File: config.mk
export PLATFORM = sky130hd
export DESIGN_NAME = axi_rd_slave
export DESIGN_NICKNAME = d
export VERILOG_FILES = /design/src/rtl/axi_rd_slave.sv
export SDC_FILE = /design/constraint.sdc
export NUM_CORES = 1
export LEC_CHECK = 0
export CORE_ASPECT_RATIO = 0.6
export CORE_MARGIN = 2
export CORE_UTILIZATION = 40
export DETAILED_ROUTE_END_ITERATION = 16
export PLACE_DENSITY_LB_ADDON = 0.25
export SYNTH_ARGS = -nofsm -noshare
export SYNTH_HDL_FRONTEND = slang
export SYNTH_SLANG_ARGS = --single-unit
File: constraint.sdc
create_clock -name clk -period 8.7 [get_ports clk]
set_input_delay 1.305 -clock clk [delete_from_list [all_inputs] [get_ports clk]]
set_output_delay 1.305 -clock clk [all_outputs]
set_load 0.1 [all_outputs]
File: src/rtl/axi_rd_slave.sv
// AXI-style read responder: takes one AR at a time, splits it into native DDR2
// read bursts and streams the returned words out of a FWFT FIFO on the R channel.
module axi_rd_slave #(
  parameter int ADDR_WIDTH = 27,
  parameter int DATA_WIDTH = 16,
  parameter int RBURST_LEN = 8,
  parameter int FIFO_DEPTH = 16
) (
  input  logic                  clk,
  input  logic                  rst,
  input  logic                  init_end,
  input  logic                  axi_arvalid,
  output logic                  axi_arready,
  input  logic [ADDR_WIDTH-1:0] axi_araddr,
  input  logic [7:0]            axi_arlen,
  output logic                  axi_rvalid,
  input  logic                  axi_rready,
  output logic [DATA_WIDTH-1:0] axi_rdata,
  output logic                  axi_rlast,
  output logic                  mem_rd_req,
  input  logic                  mem_rd_ack,
  output logic [ADDR_WIDTH-1:0] mem_rd_addr,
  output logic [7:0]            mem_rd_len,
  input  logic [DATA_WIDTH-1:0] mem_rd_data,
  input  logic                  mem_rd_data_vld,
  output logic                  busy
);
  localparam int PTR_W = $clog2(FIFO_DEPTH);
  localparam int CNT_W = PTR_W + 1;

  typedef enum logic [1:0] {S_IDLE, S_CMD, S_DATA, S_DRAIN} state_t;

  state_t                state_reg, state_next;
  logic [ADDR_WIDTH-1:0] cur_addr_reg, cur_addr_next;
  logic [8:0]            req_rem_reg, req_rem_next;
  logic [7:0]            rcv_rem_reg, rcv_rem_next;
  logic [8:0]            r_rem_reg, r_rem_next;

  logic [DATA_WIDTH-1:0] fifo_mem [FIFO_DEPTH];
  logic [PTR_W-1:0]      wr_ptr_reg, rd_ptr_reg;
  logic [CNT_W-1:0]      count_reg;

  logic                  ar_hs, r_hs, push, fifo_empty, credit_ok;
  logic [7:0]            chunk;
  logic [CNT_W-1:0]      free_cnt;
  logic [8:0]            arlen_words;

  assign arlen_words = (axi_arlen == 8'd0) ? 9'd256 : {1'b0, axi_arlen};
  assign chunk       = (req_rem_reg < 9'(RBURST_LEN)) ? req_rem_reg[7:0] : 8'(RBURST_LEN);
  assign free_cnt    = CNT_W'(FIFO_DEPTH) - count_reg;
  assign credit_ok   = int'(free_cnt) >= int'(chunk);
  assign fifo_empty  = (count_reg == '0);

  assign axi_arready = (state_reg == S_IDLE) && init_end;
  assign ar_hs       = axi_arvalid && axi_arready;
  assign axi_rvalid  = !fifo_empty;
  assign axi_rdata   = fifo_empty ? '0 : fifo_mem[rd_ptr_reg];
  assign axi_rlast   = axi_rvalid && (r_rem_reg == 9'd1);
  assign r_hs        = axi_rvalid && axi_rready;
  assign busy        = (state_reg != S_IDLE);

  // Request only once the whole chunk is guaranteed a FIFO slot, so the
  // unstallable native return path can never overflow the buffer.
  assign mem_rd_req  = (state_reg == S_CMD) && (req_rem_reg != 9'd0) && credit_ok;
  assign mem_rd_addr = mem_rd_req ? cur_addr_reg : '0;
  assign mem_rd_len  = mem_rd_req ? chunk : 8'd0;

  // Strobes outside DATA or past the burst length are stray and dropped.
  assign push = (state_reg == S_DATA) && mem_rd_data_vld && (rcv_rem_reg != 8'd0);

  always_comb begin
    state_next    = state_reg;
    cur_addr_next = cur_addr_reg;
    req_rem_next  = req_rem_reg;
    rcv_rem_next  = rcv_rem_reg;
    r_rem_next    = r_rem_reg;
    case (state_reg)
      S_IDLE: begin
        if (ar_hs) begin
          cur_addr_next = axi_araddr;
          req_rem_next  = arlen_words;
          r_rem_next    = arlen_words;
          rcv_rem_next  = 8'd0;
          state_next    = S_CMD;
        end
      end
      S_CMD: begin
        if (mem_rd_req && mem_rd_ack) begin
          cur_addr_next = cur_addr_reg + ADDR_WIDTH'(chunk);
          req_rem_next  = req_rem_reg - {1'b0, chunk};
          rcv_rem_next  = chunk;
          state_next    = S_DATA;
        end
      end
      S_DATA: begin
        if (push) begin
          rcv_rem_next = rcv_rem_reg - 8'd1;
          if (rcv_rem_reg == 8'd1) state_next = (req_rem_reg != 9'd0) ? S_CMD : S_DRAIN;
        end
      end
      default: ;
    endcase
    // The final R beat ends the transaction regardless of FSM position.
    if (r_hs) begin
      r_rem_next = r_rem_reg - 9'd1;
      if (r_rem_reg == 9'd1) state_next = S_IDLE;
    end
  end

  always_ff @(posedge clk) begin
    if (rst) begin
      state_reg    <= S_IDLE;
      cur_addr_reg <= '0;
      req_rem_reg  <= '0;
      rcv_rem_reg  <= '0;
      r_rem_reg    <= '0;
    end else begin
      state_reg    <= state_next;
      cur_addr_reg <= cur_addr_next;
      req_rem_reg  <= req_rem_next;
      rcv_rem_reg  <= rcv_rem_next;
      r_rem_reg    <= r_rem_next;
    end
  end

  always_ff @(posedge clk) begin
    if (push) fifo_mem[wr_ptr_reg] <= mem_rd_data;
  end

  always_ff @(posedge clk) begin
    if (rst) begin
      wr_ptr_reg <= '0;
      rd_ptr_reg <= '0;
      count_reg  <= '0;
    end else begin
      if (push) wr_ptr_reg <= wr_ptr_reg + PTR_W'(1);
      if (r_hs) rd_ptr_reg <= rd_ptr_reg + PTR_W'(1);
      case ({push, r_hs})
        2'b10:   count_reg <= count_reg + CNT_W'(1);
        2'b01:   count_reg <= count_reg - CNT_W'(1);
        default: count_reg <= count_reg;
      endcase
    end
  end
endmodule

==> flow_summary.yaml <==
outcome:
  status: "finished clean"
yosys:
  synth_top_family_by_area: "multiplexers"
  ys_top_cells_by_area: "edfxtp_1 52%, mux4_2 12%, dfxtp_1 9.7%"
  synth_cell_types: 74
  synth_xor_xnor_area_share_pct: 0.825
  syn_area_per_cell_um2: 13.9
  yosys_warnings: 0
  synth-edff-count: 256
  synth_compound_area_share_pct: 8.03
  synthCells: 1065
  synth_fa_ha_area_share_pct: 2.88
  yosysTopAreaCellShare_pct: 51.7
  synthMuxAreaShare_pct: 13.1
  ys_seq_elements: 328
  synth_top_area_cell: "edfxtp_1"
  synth-main-ff-cell: "edfxtp_1"
  synth_simple_gate_area_share_pct: 11.1
  ys_async_sr_fraction_pct: 0
  syn-cell-area_um2: 14900
  ys_seq_area_share_pct: 61.4
timing:
  hold_violations: 0
  worst_slack_ns: 2.26
  final.setup_skew_ns: 0.0105
  slew-limit-headroom_pct: 20.9
  slew_viol_final: 0
  setup_viol: 0
  max_slew.worst_pin.slew_ns: 1.18
  finalCritPeriodShare_pct: 74.1
  fmax_ghz: 0.155
  rsz0062_at_grt: "no"
  fin_setup_tns_ns: 0
  min_period_ns: 6.44
clocking:
  post_cts_resize_count: 0
  cts_buffer_depth: 3
  cts_hold_buf: 0
  htree_levels: 1
  path_clk_slew_ns: 0.07
  cts_tree: "done"
  cts_sinks: 328
  ctsRootBufferMaster: "clkbuf_16"
  clk-insertion-delay-late_ns: 0.56
  cts_buffers: 31
  post-cts-setup-buffers: 0
routing:
  drc: 0
  drt-wirelength-per-cell_um: 21.9
  first_pass_iters: 7
  dr.first_iter.drc_count: 1206
  num_vias: 9508
  ant_nets: 0
  vias_per_cell: 5.66
  finalWirelength_mm: 36.8
critical_path:
  critical_path.max_fanout: 29
  path_class: "reg2out"
  worstPathRequired_ns: 7.39
  arrival_ns: 5.14
  cp-end-kind: "primary output"
  startpoint_type: "register"
placement:
  portBuffers: 109
  hpwl_mm: 23.5
  dp_slack_ns: 2.93
  gp_congestion: 0.871
floorplan:
  pin_count: 114
  core-area_um2: 36500
  std_cell_rows: 54
  chipHeight_um: 153
  start_util_pct: 40.7
  die_area_um2: 38800
  die_w_um: 253
pwr:
  ir_worst_vdd_v: 0.000142
  powerDensity_nw_per_um2: 191
  p_leak_nw: 5.61
grt:
  grt_max_degree: 65
  grt_first_pass_wirelength_mm: 56.3
  grtUsageTotal_pct: 18.9
  overflow: 0
  grt_pass1_vias: 9111
  antenna_found_initial: 2
cells_and_area:
  largest_reg_flops: 256
  antennaDiodeCount: 0
  fin_util_pct: 48.0
  nNetsFinal: 1271
  nFillCells: 3153
  drive_above_1_share_pct: 15.4
  syn_to_final_growth_pct: 17.8
flow_run:
  maxCapViolCount: 0
worst_hold_path:
  hp-class: "reg2reg"
-- critical path: stages, from the launching register on --
cell	delay [ns]
dfxtp_1	0.38
nor4_4	0.55
nand2_1	0.29
inv_2	0.25
nand2_1	0.20
ha_1	0.34
inv_1	0.05
o2111ai_1	0.25
and4_1	0.38
nand2_1	0.13
a21oi_1	0.16
buf_4	0.26
and2_1	0.18
clkdlybuf4s50_1	1.13
-- Yosys cell counts (12+ instances only) --
| cell | instances |
|---|---|
| a31oi_1 | 12 |
| nand2_1 | 53 |
| nor2b_1 | 16 |
| nand3_1 | 27 |
| inv_1 | 31 |
| ha_1 | 31 |
| nor3_1 | 35 |
| o21ai_0 | 28 |
| dfxtp_1 | 72 |
| edfxtp_1 | 256 |
| mux4_2 | 80 |
| nor2_1 | 87 |
| a21oi_1 | 49 |
| and2_1 | 51 |
| nand4_1 | 12 |
| clkbuf_1 | 40 |
-- per-layer routing --
metal | part of all wire [%] | GRT usage, % | up-vias
li1 | - | - | 4357
met1 | 49 | 30.4 | 4798
met2 | 42 | 27.0 | 311
met3 | 6.8 | 3.18 | 40
met4 | 1.3 | 3.07 | 2
met5 | 0.035 | 0 | -
-- where the power goes --
part / switching (mW) / total (mW) / internal (mW)
sequential: 0.0295 / 1.74 / 1.71
combinational: 0.223 / 0.337 / 0.114
clock: 0.584 / 1.27 / 0.685
-- path summary, 6_finish.rpt --
kind | from | end | slack (ns) | depth (start not counted)
max reg2reg | req_rem_reg[5]$_SDFFE_PP0P_ | cur_addr_reg[12]$_SDFFE_PP0P_ | 4.47 | 14
max | req_rem_reg[5]$_SDFFE_PP0P_ | mem_rd_addr[26] | 2.26 | 13
min reg2reg | cur_addr_reg[6]$_SDFFE_PP0P_ | cur_addr_reg[6]$_SDFFE_PP0P_ | 0.48 | 2
min | cur_addr_reg[6]$_SDFFE_PP0P_ | cur_addr_reg[6]$_SDFFE_PP0P_ | 0.48 | 2
-- layout make-up --
| class | count | area [um^2] | area share [%] |
|---|---|---|---|
| Tap cell | 476 | 596 | 3.40 |
| Multi-Input combinational cell | 650 | 5430 | 31.0 |
| Sequential cell | 328 | 9130 | 52.2 |
| Inverter | 33 | 124 | 0.708 |
| Clock inverter | 19 | 135 | 0.772 |
| Clock buffer | 37 | 798 | 4.56 |
| Timing Repair Buffer | 136 | 1290 | 7.36 |
-- through the flow --
step           total power, mW  area [um^2]  hold slack, ns  instances
6_report                  3.34        17500           0.479       1679
5_1_grt                   3.48        17500           0.510       1679
4_1_cts                   3.37        17500           0.481       1679
3_5_place_dp              2.10        16600           0.472       1623
3_3_place_gp              2.10        16600           0.460       1623
2_1_floorplan             1.99        14900           0.445       1073
-- logic make-up (layout without fill, tap and decap cells) --
kind of cell	count (synthesis)	count (layout)
muxes	94	94
adders and majority gates	33	33
xor gates and xnor gates	14	14
buffers and inverters	95	225
and+or+nand+nor	323	323
AOI/OAI and AO/OA	176	176
DFF	328	328
other	2	10
-- cells in the final DEF (no fill, tap or decap), types with 7 or more instances in the layout --
cell / netlist / routed
a211oi_1: 9 / 9
a21o_1: 7 / 7
a21oi_1: 49 / 49
a311oi_1: 8 / 8
a31oi_1: 12 / 12
and2_1: 51 / 51
and3_1: 7 / 7
buf_4: 5 / 27
clkbuf_16: 0 / 31
clkdlybuf4s50_1: 0 / 108
conb_1: 2 / 10
dfxtp_1: 72 / 70
edfxtp_1: 256 / 256
ha_1: 31 / 30
inv_1: 31 / 31
mux2i_1: 11 / 11
mux4_2: 80 / 80
nand2_1: 53 / 53
nand3_1: 27 / 27
nand4_1: 12 / 12
nor2_1: 87 / 75
nor2_2: 0 / 12
nor2b_1: 16 / 16
nor3_1: 35 / 31
o21ai_0: 28 / 28
xnor2_1: 7 / 7
xor2_1: 7 / 7
(Power assumes the default switching activity.)
